**src/rtl/display_scheduler_if.sv**
```systemverilog
// Signal bundle between the tracker counters and the display scheduler.
// The tracker side drives metrics and tick; the scheduler drives the scan outputs.
interface display_scheduler_if;
  logic        tick;
  logic        hold;
  logic [13:0] stepcnt;
  logic [8:0]  distance;
  logic [3:0]  sec;
  logic [8:0]  sectime;
  logic [3:0]  an;
  logic [3:0]  digit;
  logic [1:0]  sel;
  logic        busy;

  modport master (
    output tick, hold, stepcnt, distance, sec, sectime,
    input  an, digit, sel, busy
  );

  modport slave (
    input  tick, hold, stepcnt, distance, sec, sectime,
    output an, digit, sel, busy
  );
endinterface

```
**src/rtl/display_scheduler.sv**
```systemverilog
// Rotates tracker metrics onto a 4-digit multiplexed display, converting each
// selected value to BCD with a 14-step sequential double-dabble engine.
module display_scheduler #(
  parameter int REFRESH_DIV = 100000,
  parameter int DWELL_TICKS = 2
) (
  input  logic              CLK,
  input  logic              RESET,
  display_scheduler_if.slave bus
);

  localparam int SCAN_W  = $clog2(REFRESH_DIV);
  localparam int DWELL_W = (DWELL_TICKS > 1) ? $clog2(DWELL_TICKS) : 1;
  localparam logic [SCAN_W-1:0]  SCAN_LAST  = SCAN_W'(REFRESH_DIV - 1);
  localparam logic [DWELL_W-1:0] DWELL_LAST = DWELL_W'(DWELL_TICKS - 1);
  localparam logic [3:0]         LAST_ITER  = 4'd13;
  localparam logic [13:0]        BCD_MAX    = 14'd9999;

  typedef enum logic [1:0] {
    ST_LOAD = 2'd0,
    ST_CONV = 2'd1,
    ST_WAIT = 2'd2
  } state_t;

  state_t state_reg;
  state_t state_next;

  logic               load_en;
  logic               conv_en;
  logic               conv_done;
  logic               refresh_en;
  logic               tick_seen;

  logic [13:0]        metric_raw;
  logic [13:0]        metric_sat;
  logic [13:0]        bin_reg;
  logic [15:0]        bcd_reg;
  logic [3:0]         iter_reg;
  logic [15:0]        bcd_adj;
  logic [29:0]        dd_shift;
  logic [15:0]        disp_reg;

  logic [1:0]         sel_reg;
  logic [DWELL_W-1:0] dwell_reg;
  logic               pending_reg;
  logic               busy_reg;

  logic [SCAN_W-1:0]  scan_reg;
  logic [1:0]         idx_reg;
  logic [3:0]         an_reg;
  logic [3:0]         digit_reg;
  logic [3:0]         an_next;
  logic [3:0]         digit_next;
  logic [3:0]         blank;
  logic [3:0]         nib [4];

  genvar gi;

  // A tick that landed during a conversion is honoured on the first WAIT cycle.
  assign tick_seen = bus.tick | pending_reg;

  always_ff @(posedge CLK or negedge RESET) begin
    if (!RESET) begin
      state_reg <= ST_LOAD;
    end else begin
      state_reg <= state_next;
    end
  end

  always_comb begin
    state_next = state_reg;
    case (state_reg)
      ST_LOAD: state_next = ST_CONV;
      ST_CONV: if (iter_reg == LAST_ITER) state_next = ST_WAIT;
      ST_WAIT: if (tick_seen) state_next = ST_LOAD;
      default: state_next = ST_LOAD;
    endcase
  end

  always_comb begin
    load_en    = 1'b0;
    conv_en    = 1'b0;
    conv_done  = 1'b0;
    refresh_en = 1'b0;
    case (state_reg)
      ST_LOAD: load_en = 1'b1;
      ST_CONV: begin
        conv_en   = 1'b1;
        conv_done = (iter_reg == LAST_ITER);
      end
      ST_WAIT: refresh_en = tick_seen;
      default: ;
    endcase
  end

  always_comb begin
    case (sel_reg)
      2'd1:    metric_raw = {5'd0, bus.distance};
      2'd2:    metric_raw = {10'd0, bus.sec};
      2'd3:    metric_raw = {5'd0, bus.sectime};
      default: metric_raw = bus.stepcnt;
    endcase
  end

  assign metric_sat = (metric_raw > BCD_MAX) ? BCD_MAX : metric_raw;

  generate
    for (gi = 0; gi < 4; gi++) begin : g_adj
      assign bcd_adj[gi*4 +: 4] = (bcd_reg[gi*4 +: 4] >= 4'd5) ?
                                  bcd_reg[gi*4 +: 4] + 4'd3 : bcd_reg[gi*4 +: 4];
    end
  endgenerate

  assign dd_shift = {bcd_adj, bin_reg} << 1;

  // The display register is written only with the final shift result, so the
  // scan never shows an intermediate accumulator value.
  always_ff @(posedge CLK or negedge RESET) begin
    if (!RESET) begin
      bin_reg  <= '0;
      bcd_reg  <= '0;
      iter_reg <= '0;
      disp_reg <= '0;
    end else begin
      if (load_en) begin
        bin_reg  <= metric_sat;
        bcd_reg  <= '0;
        iter_reg <= '0;
      end
      if (conv_en) begin
        bin_reg  <= dd_shift[13:0];
        bcd_reg  <= dd_shift[29:14];
        iter_reg <= iter_reg + 4'd1;
      end
      if (conv_done) begin
        disp_reg <= dd_shift[29:14];
      end
    end
  end

  always_ff @(posedge CLK or negedge RESET) begin
    if (!RESET) begin
      sel_reg     <= '0;
      dwell_reg   <= '0;
      pending_reg <= 1'b0;
      busy_reg    <= 1'b0;
    end else begin
      busy_reg <= (state_next != ST_WAIT);
      if (state_reg == ST_WAIT) begin
        pending_reg <= 1'b0;
      end else if (bus.tick) begin
        pending_reg <= 1'b1;
      end
      if (refresh_en && !bus.hold) begin
        if (dwell_reg == DWELL_LAST) begin
          sel_reg   <= sel_reg + 2'd1;
          dwell_reg <= '0;
        end else begin
          dwell_reg <= dwell_reg + DWELL_W'(1);
        end
      end
    end
  end

  assign blank[0] = 1'b0;

  generate
    for (gi = 0; gi < 4; gi++) begin : g_nib
      assign nib[gi] = disp_reg[gi*4 +: 4];
    end
    // A digit position goes dark when it and every position above it are zero.
    for (gi = 1; gi < 4; gi++) begin : g_blank
      assign blank[gi] = ~|disp_reg[15:gi*4];
    end
  endgenerate

  assign an_next    = blank[idx_reg] ? 4'b1111 : ~(4'b0001 << idx_reg);
  assign digit_next = nib[idx_reg];

  always_ff @(posedge CLK or negedge RESET) begin
    if (!RESET) begin
      scan_reg  <= '0;
      idx_reg   <= '0;
      an_reg    <= 4'b1111;
      digit_reg <= '0;
    end else begin
      if (scan_reg == SCAN_LAST) begin
        scan_reg <= '0;
        idx_reg  <= idx_reg + 2'd1;
      end else begin
        scan_reg <= scan_reg + SCAN_W'(1);
      end
      an_reg    <= an_next;
      digit_reg <= digit_next;
    end
  end

  assign bus.an    = an_reg;
  assign bus.digit = digit_reg;
  assign bus.sel   = sel_reg;
  assign bus.busy  = busy_reg;

endmodule

```
**src/flat_wrapper.sv**
```systemverilog
// flat-port wrapper written by rule: the top's interface ports become plain ports
module display_scheduler_flat 
#(
  parameter int REFRESH_DIV = 100000,
  parameter int DWELL_TICKS = 2
)
  (CLK, RESET, bus_tick, bus_hold, bus_stepcnt, bus_distance, bus_sec, bus_sectime, bus_an, bus_digit, bus_sel, bus_busy);
  display_scheduler_if bus_i ();
  input  logic CLK;
  input  logic RESET;
  input wire logic [$bits(bus_i.tick)-1:0] bus_tick;
  input wire logic [$bits(bus_i.hold)-1:0] bus_hold;
  input wire logic [$bits(bus_i.stepcnt)-1:0] bus_stepcnt;
  input wire logic [$bits(bus_i.distance)-1:0] bus_distance;
  input wire logic [$bits(bus_i.sec)-1:0] bus_sec;
  input wire logic [$bits(bus_i.sectime)-1:0] bus_sectime;
  output wire logic [$bits(bus_i.an)-1:0] bus_an;
  output wire logic [$bits(bus_i.digit)-1:0] bus_digit;
  output wire logic [$bits(bus_i.sel)-1:0] bus_sel;
  output wire logic [$bits(bus_i.busy)-1:0] bus_busy;
  assign bus_i.tick = bus_tick;
  assign bus_i.hold = bus_hold;
  assign bus_i.stepcnt = bus_stepcnt;
  assign bus_i.distance = bus_distance;
  assign bus_i.sec = bus_sec;
  assign bus_i.sectime = bus_sectime;
  assign bus_an = bus_i.an;
  assign bus_digit = bus_i.digit;
  assign bus_sel = bus_i.sel;
  assign bus_busy = bus_i.busy;
  display_scheduler #(.REFRESH_DIV(REFRESH_DIV), .DWELL_TICKS(DWELL_TICKS)) u_core (.CLK(CLK), .RESET(RESET), .bus(bus_i));
endmodule
```
**config.mk**
```make
export PLATFORM = sky130hd
export DESIGN_NAME = display_scheduler_flat
export DESIGN_NICKNAME = d
export VERILOG_FILES = /design/src/rtl/display_scheduler_if.sv /design/src/rtl/display_scheduler.sv /design/src/flat_wrapper.sv
export SDC_FILE = /design/constraint.sdc
export NUM_CORES = 1
export LEC_CHECK = 0
export CAP_MARGIN = 20
export CORE_MARGIN = 2
export CORE_UTILIZATION = 50
export DETAILED_ROUTE_END_ITERATION = 10
export MAX_ROUTING_LAYER = met4
export PLACE_DENSITY = 0.73
export SLEW_MARGIN = 20
export SYNTH_ARGS = -nofsm -noshare
export SYNTH_HDL_FRONTEND = slang
export SYNTH_SLANG_ARGS = --single-unit
```
**constraint.sdc**
```tcl
create_clock -name CLK -period 3.8 [get_ports CLK]
set_clock_uncertainty 0.2 [all_clocks]
set_input_delay 0.95 -clock CLK [delete_from_list [all_inputs] [get_ports CLK]]
set_output_delay 0.95 -clock CLK [all_outputs]
set_load 0.01 [all_outputs]
```
# --- Yosys cells after proc, flatten, opt, wreduce, memory -nomap -nowiden ---
# Cells that the tools add are included.
classes:
  order_cmp: 7
  mux: 29
  n_addsub: 9
  n_eq_ne: 8
  n_reduce_logical: 12
  shift: 1
  bitwise_logic: 3
ops:
  columns: ["cell", "n"]
  rows:
  - ["$mux W14", 3]
  - ["$pmux W14 S3", 1]
  - ["$mux W16", 2]
  - ["$mux W4", 8]
  - ["$add A17 B1 Y17 const B", 1]
  - ["$eq A17 B17 Y1 const B", 1]
  - ["$mux W17", 1]
  - ["$ge A4 B3 Y1 const B", 4]
  - ["$gt A14 B14 Y1 const B", 1]
  - ["$add A4 B2 Y4 const B", 3]
  - ["$reduce_or A12 Y1", 1]
  - ["$bmux W4 S2", 1]
  - ["$mux W1", 8]
  - ["$reduce_or A8 Y1", 1]
  - ["$eq A2 B2 Y1 const B", 3]
  - ["$pmux W2 S3", 1]
  - ["$add A2 B1 Y2 const B", 2]
  - ["$add A4 B1 Y4 const B", 1]
  - ["$eq A2 B1 Y1 const B", 2]
  - ["$eq A4 B4 Y1 const B", 1]
  - ["$logic_not A1 Y1", 4]
  - ["$mux W2", 2]
  - ["$not A4 Y4", 1]
  - ["$reduce_bool A2 Y1", 2]
  - ["other kinds (14)", 14]
totals:
  output_inout_bits: 11
  register_bits: 84
  elab_cells: 82
  inputBits: 40

# --- Logic depth before layout (Yosys ltp) ---
# Gate-level depths: netlist of run 1.
logic_depth:
  depth_word: 6
  depth_mapped: 8

# --- Worst setup path after synthesis of run 1 ---
# Ideal clock, no wire load.
synth_path:
  path_kind: "input -> register"
  from: "input bus_sectime[5]"
  to: "register u_core.bin_reg[8]"
  setup_ns: 0.152
  slack_ns: 1.555
  t_required_ns: 3.448
  cell_stages: 4
  t_arrival_ns: 1.893
  path_cell_list: "a221oi_1 > o22ai_1 > o31ai_1 > o21ai_0"
synth_via:
  elab_chain_cells: 5
synth_rtl:
  columns: ["item", "line", "text"]
  rows:
  - ["start, declared", "flat_wrapper.sv:16", "input wire logic [$bits(bus_i.sectime)-1:0] bus_sectime;"]
  - ["$pmux W14 S3", "display_scheduler.sv:97", "case (sel_reg)"]
  - ["$gt A14 B14 Y1", "display_scheduler.sv:105", "assign metric_sat = (metric_raw > BCD_MAX) ? BCD_MAX : metric_raw;"]
  - ["$mux W14", "display_scheduler.sv:105", null]
  - ["$mux W14", "display_scheduler.sv:125", "if (load_en) begin"]
  - ["$mux W14", "display_scheduler.sv:130", "if (conv_en) begin"]
  - ["end signal, assigned", "display_scheduler.sv:126", "bin_reg <= metric_sat;"]
  - ["end signal, assigned", "display_scheduler.sv:131", "bin_reg <= dd_shift[13:0];"]
  - ["end, declared", "display_scheduler.sv:36", "logic [13:0] bin_reg;"]
# No other way between the ends. The select of a mux whose other input is x is not followed.
# A chain may end at the register's enable or synchronous reset.

# --- Worst setup path after layout of run 1 ---
layout_path:
  from: "register u_core.an_reg[3] (netlist: u_core.bus.an[3])"
  to: "output bus_an[3]"
layout_lines:
  columns: ["item", "line", "text"]
  rows:
  - ["start, declared", "display_scheduler.sv:50", "logic [3:0] an_reg;"]
  - ["start signal, assigned", "display_scheduler.sv:193", "an_reg <= an_next;"]
  - ["end, declared", "flat_wrapper.sv:17", "output wire logic [$bits(bus_i.an)-1:0] bus_an;"]
# No word-level cell between the ends.

==> results by group, run 1 <==
Global route
  • Vias in the first global route: 3085
  • Largest net degree at the start of global routing: 85
  • Initial antenna violation count: 0
  • Overflow after GRT: 0
  • Total GRT Usage: 0.203
  • First-pass GRT wire length: 14.0 mm

Placement
  • Routability Congestion: 0.798
  • DP HPWL: 5.65 mm
  • IO buf count: 50

Clocking
  • Reg clk slew, reported paths: 0.09 ns
  • Post-CTS Setup Bufs: 0
  • Clock Sinks: 84
  • Worst-case clock buffer depth: 2
  • Clock insertion delay at the later pin of the skew report: 0.35 ns
  • TritonCTS clock tree: built
  • CTS Hold Bufs: 0
  • CTS resizes: 0
  • Root Driver: clkbuf_8
  • H-tree Lvls: 3
  • CTS buffer count: 9

Logic synthesis
  • Dominant synthesized flop cell: dfrtp_1
  • Post-synthesis register bit count: 84
  • Asr flop ratio synth: 1.00
  • Synth Area in Compound Gates: 0.159
  • Syn_nets: 474
  • Synth Warn #: 0
  • Post-Synth Simple-Gate Area: 0.151
  • Post-Synth XOR/XNOR Area: 0.0418
  • EDFF count, synth: 0
  • Adder-cell share of the synthesized area: 0.0568
  • Post-synthesis mux area share: 0.0490
  • Area of the mapped netlist: 0.00419 mm^2
  • Post-Synthesis Cells: 415
  • Syn avg cell area: 10.1 um^2
  • Register area share after synthesis: 0.503
  • Main combinational cell family by area after synthesis: compound AO/OA/AOI/OAI gates
  • Post-synth cell types: 47

Worst setup path
  • Top Family by Delay on Critical Path: flip-flops
  • WP buf/inv: 1
  • Crit path cell chain: clkdlybuf4s50_1
  • Crit path max-delay cell type: dfstp_2
  • Cells on worst reg2reg path: 6
  • WS Path Type: reg -> out
  • Worst Path Required: 2.65 ns
  • Max incr delay on CP: 0.52 ns
  • Critical Path End Type: output port
  • Arrival time worst endpoint: 1.39 ns
  • CP Depth: 1
  • CP max FO: 1
  • Setup crit start kind: flip-flop

STA
  • Fin crit period: 2.54 ns
  • Setup TNS Final: 0 ns
  • Max-slew headroom: 0.486
  • Crit share post-route: 0.668
  • Least-Margin Pin Slew: 0.768 ns
  • FMAX: 0.394 GHz
  • Fin Hold WS: 0.271 ns
  • RSZ-0062 raised after global routing: no
  • Final setup violation count: 0
  • Max-slew violations: 0
  • Final hold violation count: 0

Final layout
  • Max reg flops: 17
  • Ant diodes: 0
  • Most common cell after layout, fill and taps aside: dfrtp_1
  • Fin nets: 520
  • Syn-to-layout area delta: 20.2%
  • Share of cells above drive strength 1: 0.0901
  • Leading cell types in the layout, fill and taps excluded: 80 x dfrtp_1, 56 x nand2_1, 49 x clkdlybuf4s50_1

Floorplan
  • Die Y: 95.5 um
  • Initial core utilization: 0.512
  • # rows: 33
  • Top-Level Pins: 51
  • Die Area: 0.00912 mm^2
  • Die W: 95.5 um
  • Core box area: 0.00818 mm^2

Drt
  • Routed length per instance: 14.1 um
  • First-iteration detailed-routing DRC count: 167
  • Routed Antenna Nets: 0
  • Via count: 3165
  • Number of detailed-route iterations in the first pass: 4
  • Vias per cell: 5.54
  • Drt drc: 0
  • Total wire length: 8.05 mm

Pwr
  • Pleak: 2.18 nW
  • VDD IR-drop max: 307 uV
  • Power density over the cells: 652 mW/mm^2

Hold path
  • Class of the worst hold path: reg -> reg
  • Hold path depth: 1

Run status
  • Status: finished, final reports clean

Flow run
  • Maxcap violations: 0
==> kinds of logic after synthesis <==
| logic type | Yosys count |
|---|---|
| AOI/OAI and AO/OA | 106 |
| xor gates and xnor gates | 20 |
| adders and majority gates | 19 |
| buffers and inverters | 44 |
| DFF | 84 |
| muxes | 14 |
| and+or+nand+nor | 128 |
==> report_power, final <==
group          switching [W]  internal (W)
Combinational       0.000561      0.000526
Clock               0.000322      0.000475
Sequential          0.000221       0.00118
Total                0.00110       0.00218
==> worst paths after layout <==
kind,startpoint,to,slack [ns]
max,u_core.bus.an[3],bus_an[3],1.26
min,u_core.dwell_reg,u_core.dwell_reg,0.27
max reg2reg,u_core.bus.sel[0],u_core.bin_reg[8],1.33
min reg2reg,u_core.dwell_reg,u_core.dwell_reg,0.27
max in group asynchronous,RESET,u_core.bin_reg[1],2.46
min in group asynchronous,RESET,u_core.bcd_reg[10],0.44
==> worst reg2reg max path: stages (launching register included) <==
cell	delay, ns
dfrtp_1	0.44
inv_1	0.11
ha_1	0.57
nor2b_1	0.26
o22ai_1	0.11
o31ai_1	0.47
o21ai_0	0.16
==> layer usage <==
| metal | track usage | vias up | share of wire |
|---|---|---|---|
| li1 | - | 1556 | - |
| met3 | 0.0340 | 13 | 0.043 |
| met1 | 0.273 | 1519 | 0.47 |
| met5 | - | - | 0 |
| met4 | 0.0774 | 0 | 0.018 |
| met2 | 0.309 | 77 | 0.47 |
==> area by class of cell <==
type / count / area [um^2]
Sequential cell: 84 / 2110
Clock inverter: 5 / 108
Timing Repair Buffer: 53 / 524
Clock buffer: 11 / 151
Tap cell: 105 / 131
Inverter: 26 / 97.6
Fill cell: 678 / 3140
Multi-Input combinational cell: 287 / 1910
==> through the flow <==
stage | std cells | power (W) | area (um^2) | setup slack (ns) | util
2_1_floorplan | 415 | 0.00216 | 4190 | 1.56 | -
3_3_place_gp | 555 | 0.00245 | 4770 | 0.936 | 0.584
3_5_place_dp | 555 | 0.00251 | 4770 | 0.944 | 0.584
4_1_cts | 571 | 0.00331 | 5030 | 1.24 | 0.615
5_1_grt | 571 | 0.00355 | 5030 | 1.04 | 0.616
6_report | 571 | 0.00328 | 5030 | 1.26 | 0.616
==> cell usage after synthesis, drive strengths merged, types with 2 or more instances <==
library cell | number | area (um^2)
dfrtp | 80 | 2000
nand2 | 56 | 210
o21ai | 41 | 205
inv | 26 | 97.6
a21oi | 24 | 120
nor2 | 24 | 90.1
ha | 19 | 238
clkbuf | 16 | 60.1
xnor2 | 14 | 123
mux2 | 9 | 105
nand2b | 8 | 50.1
a222oi | 7 | 70.1
a221oi | 6 | 52.6
nand3 | 6 | 30.0
xor2 | 6 | 52.6
a31oi | 5 | 31.3
nor2b | 5 | 31.3
nor3 | 5 | 25.0
nor3b | 5 | 37.5
o22ai | 5 | 31.3
a22oi | 4 | 30.0
dfstp | 4 | 105
mux4 | 4 | 90.1
nand4 | 4 | 25.0
nor4 | 4 | 40.0
a22o | 3 | 26.3
and4 | 3 | 26.3
buf | 2 | 7.51
o31ai | 2 | 15.0
o41a | 2 | 22.5
or4 | 2 | 15.0
No activity file was read; power rests on OpenSTA's default activity.
==> run 2, diff against run 1 <==
PLACE_DENSITY = 0.76   (was 0.73)
clock period = 2.3 ns   (was 3.8 ns; I/O delays follow)
==> run 2 against run 1 <==
Wire length up 2.1%; largest power group unchanged; largest cell class unchanged; clock power grew 16%; register-to-register slack worse by 1.2 ns; combinational power grew 68%; non-clock buffer count grew 11; hold slack better by 0.0055 ns; sequential cell count unchanged; total power up 54%; utilization rose by 0.092 points; highest routed layer unchanged; via count grew 1.8%; critical path depth is the same.
==> results by group, run 2 (same netlist as run 1, synthesis figures left out) <==
Worst setup path
  • Top Family by Delay on Critical Path: flip-flops (unchanged)
  • CP max FO: 1 (unchanged)
  • Setup crit start kind: flip-flop (unchanged)
  • Worst Path Required: 1.52 ns (was 2.65 ns)
  • Crit path cell chain: clkdlybuf4s50_1 (unchanged)
  • WP buf/inv: 1 (unchanged)
  • WS Path Type: reg -> out (unchanged)
  • Critical Path End Type: output port (unchanged)
  • Max incr delay on CP: 0.52 ns (about the same)
  • Arrival time worst endpoint: 1.39 ns (about the same)
  • Crit path max-delay cell type: dfstp_2 (unchanged)

Floorplan
  • Die W: 95.5 um (unchanged)
  • Die Area: 0.00912 mm^2 (unchanged)
  • Die Y: 95.5 um (unchanged)
  • Initial core utilization: 0.512 (unchanged)
  • # rows: 33 (unchanged)
  • Top-Level Pins: 51 (unchanged)
  • Core box area: 0.00818 mm^2 (unchanged)

Placement
  • DP HPWL: 5.99 mm (was 5.65 mm)
  • Cell total after placement: 565 (was 555)
  • Routability Congestion: 0.791 (was 0.798)
  • IO buf count: 50 (unchanged)
  • Dpl ws: -0.0120 ns (was 0.944 ns)

Clocking
  • Worst-case clock buffer depth: 2 (unchanged)
  • TritonCTS clock tree: built (unchanged)
  • Clock insertion delay at the later pin of the skew report: 0.34 ns (was 0.35 ns)
  • Post-CTS Setup Bufs: 0 (unchanged)
  • Root Driver: clkbuf_8 (unchanged)
  • CTS buffer count: 9 (unchanged)
  • Reg clk slew, reported paths: 0.08 ns (was 0.09 ns)
  • Clock Sinks: 84 (unchanged)
  • H-tree Lvls: 3 (unchanged)

STA
  • Fin crit period: 2.16 ns
  • Final setup margin: 0.138 ns (was 1.26 ns)
  • Final hold violation count: 0 (unchanged)
  • Crit share post-route: 0.940
  • Max-slew headroom: 0.666 (was 0.486)
  • Final setup violation count: 0 (unchanged)
  • Least-Margin Pin Slew: 0.497 ns (was 0.768 ns)
  • Max-slew violations: 0 (unchanged)
  • FMAX: 0.463 GHz
  • RSZ-0062 raised after global routing: no (unchanged)
  • Setup TNS Final: 0 ns (unchanged)

Drt
  • Number of detailed-route iterations in the first pass: 4 (unchanged)
  • First-iteration detailed-routing DRC count: 97 (was 167)
  • Total wire length: 8.22 mm (was 8.05 mm)
  • Drt drc: 0 (unchanged)
  • Routed length per instance: 14.1 um (about the same)
  • Vias per cell: 5.54 (about the same)
  • Routed Antenna Nets: 0 (unchanged)
  • Via count: 3223 (was 3165)

Flow run
  • Maxcap violations: 0 (unchanged)

Final layout
  • Leading cell types in the layout, fill and taps excluded: 80 x dfrtp_1, 56 x nand2_1, 49 x clkdlybuf4s50_1 (unchanged)
  • Max reg flops: 17 (unchanged)
  • Final Instance Count excl. Fillers: 582 (was 571)
  • Most common cell after layout, fill and taps aside: dfrtp_1 (unchanged)
  • Share of cells above drive strength 1: 0.107 (was 0.0901)
  • Syn-to-layout area delta: 20.4% (was 20.2%)
  • Fill count: 653 (was 678)
  • Fin nets: 531 (was 520)
  • Ant diodes: 0 (unchanged)

Hold path
  • Class of the worst hold path: reg -> reg (unchanged)

Run status
  • Status: finished, final reports clean (unchanged)

Global route
  • Vias in the first global route: 3087 (was 3085)
  • Overflow after GRT: 0 (unchanged)
  • First-pass GRT wire length: 13.6 mm (was 14.0 mm)
  • Largest net degree at the start of global routing: 34 (was 85)
  • Total GRT Usage: 0.196 (was 0.203)
  • Initial antenna violation count: 0 (unchanged)

Pwr
  • Pleak: 2.19 nW (was 2.18 nW)
  • Power density over the cells: 1010 mW/mm^2 (was 652 mW/mm^2)
  • VDD IR-drop max: 389 uV (was 307 uV)
==> run 2: changes by cell type in the layout (fill, tap and decap cells not counted), sizes merged <==
cell / delta
clkbuf: +1
dlygate4sd3: +1
buf: +10
bufinv: -3
clkinvlp: +2
==> run 2: timing repair <==
action                                  4_1_cts  5_1_grt
endpoints found under the setup margin        0        8
resized for setup                             0        1
hold buffers                                  1        0
hold endpoints to repair                     14        0
==> run 2: routing by layer <==
metal | routed length [um] | GRT usage | part of all wire
met1 | 3770 | 0.244 | 0.46
met2 | 4000 | 0.326 | 0.49
met3 | 392 | 0.0427 | 0.048
met4 | 62 | 0.0488 | 0.0075
met5 | 0 | - | 0
==> run 2: area by class of cell <==
type | instances | area, um^2 | area share
Sequential cell | 84 | 2110 | 0.418
Clock buffer | 12 | 145 | 0.0288
Inverter | 26 | 97.6 | 0.0194
Multi-Input combinational cell | 287 | 1920 | 0.380
Tap cell | 105 | 131 | 0.0261
Timing Repair Buffer | 64 | 618 | 0.123
Clock inverter | 4 | 25.0 | 0.00496
==> run 2: through the flow <==
step            util  total power (W)  hold WS (ns)  cell area [um^2]
5_1_grt        0.617          0.00545         0.296              5040
6_report       0.617          0.00507         0.277              5040
3_5_place_dp   0.594          0.00418         0.264              4860
4_1_cts        0.616          0.00510         0.279              5040
3_3_place_gp   0.594          0.00407         0.256              4860
2_1_floorplan      -          0.00356        0.0794              4190
==> run 2: worst paths after layout <==
path	endpoint	depth (start not counted)	slack (ns)	start
setup / recovery	bus_an[3]	1	0.14	u_core.bus.an[3]
hold reg to reg	u_core.dwell_reg	1	0.28	u_core.dwell_reg
setup reg to reg	u_core.bin_reg[1]	7	0.15	u_core.bus.sel[1]
max in group asynchronous	u_core.bus.an[0]	3	0.86	RESET
min in group asynchronous	u_core.bus.digit[2]	2	0.45	RESET
hold / removal	u_core.dwell_reg	1	0.28	u_core.dwell_reg
==> run 2: report_power, final <==
part	switching [W]	leakage (nW)	total [W]	internal, W
sequential	0.000373	1.05	0.00232	0.00195
combinational	0.000936	1.06	0.00183	0.000889
clock	0.000504	0.0824	0.000923	0.000419
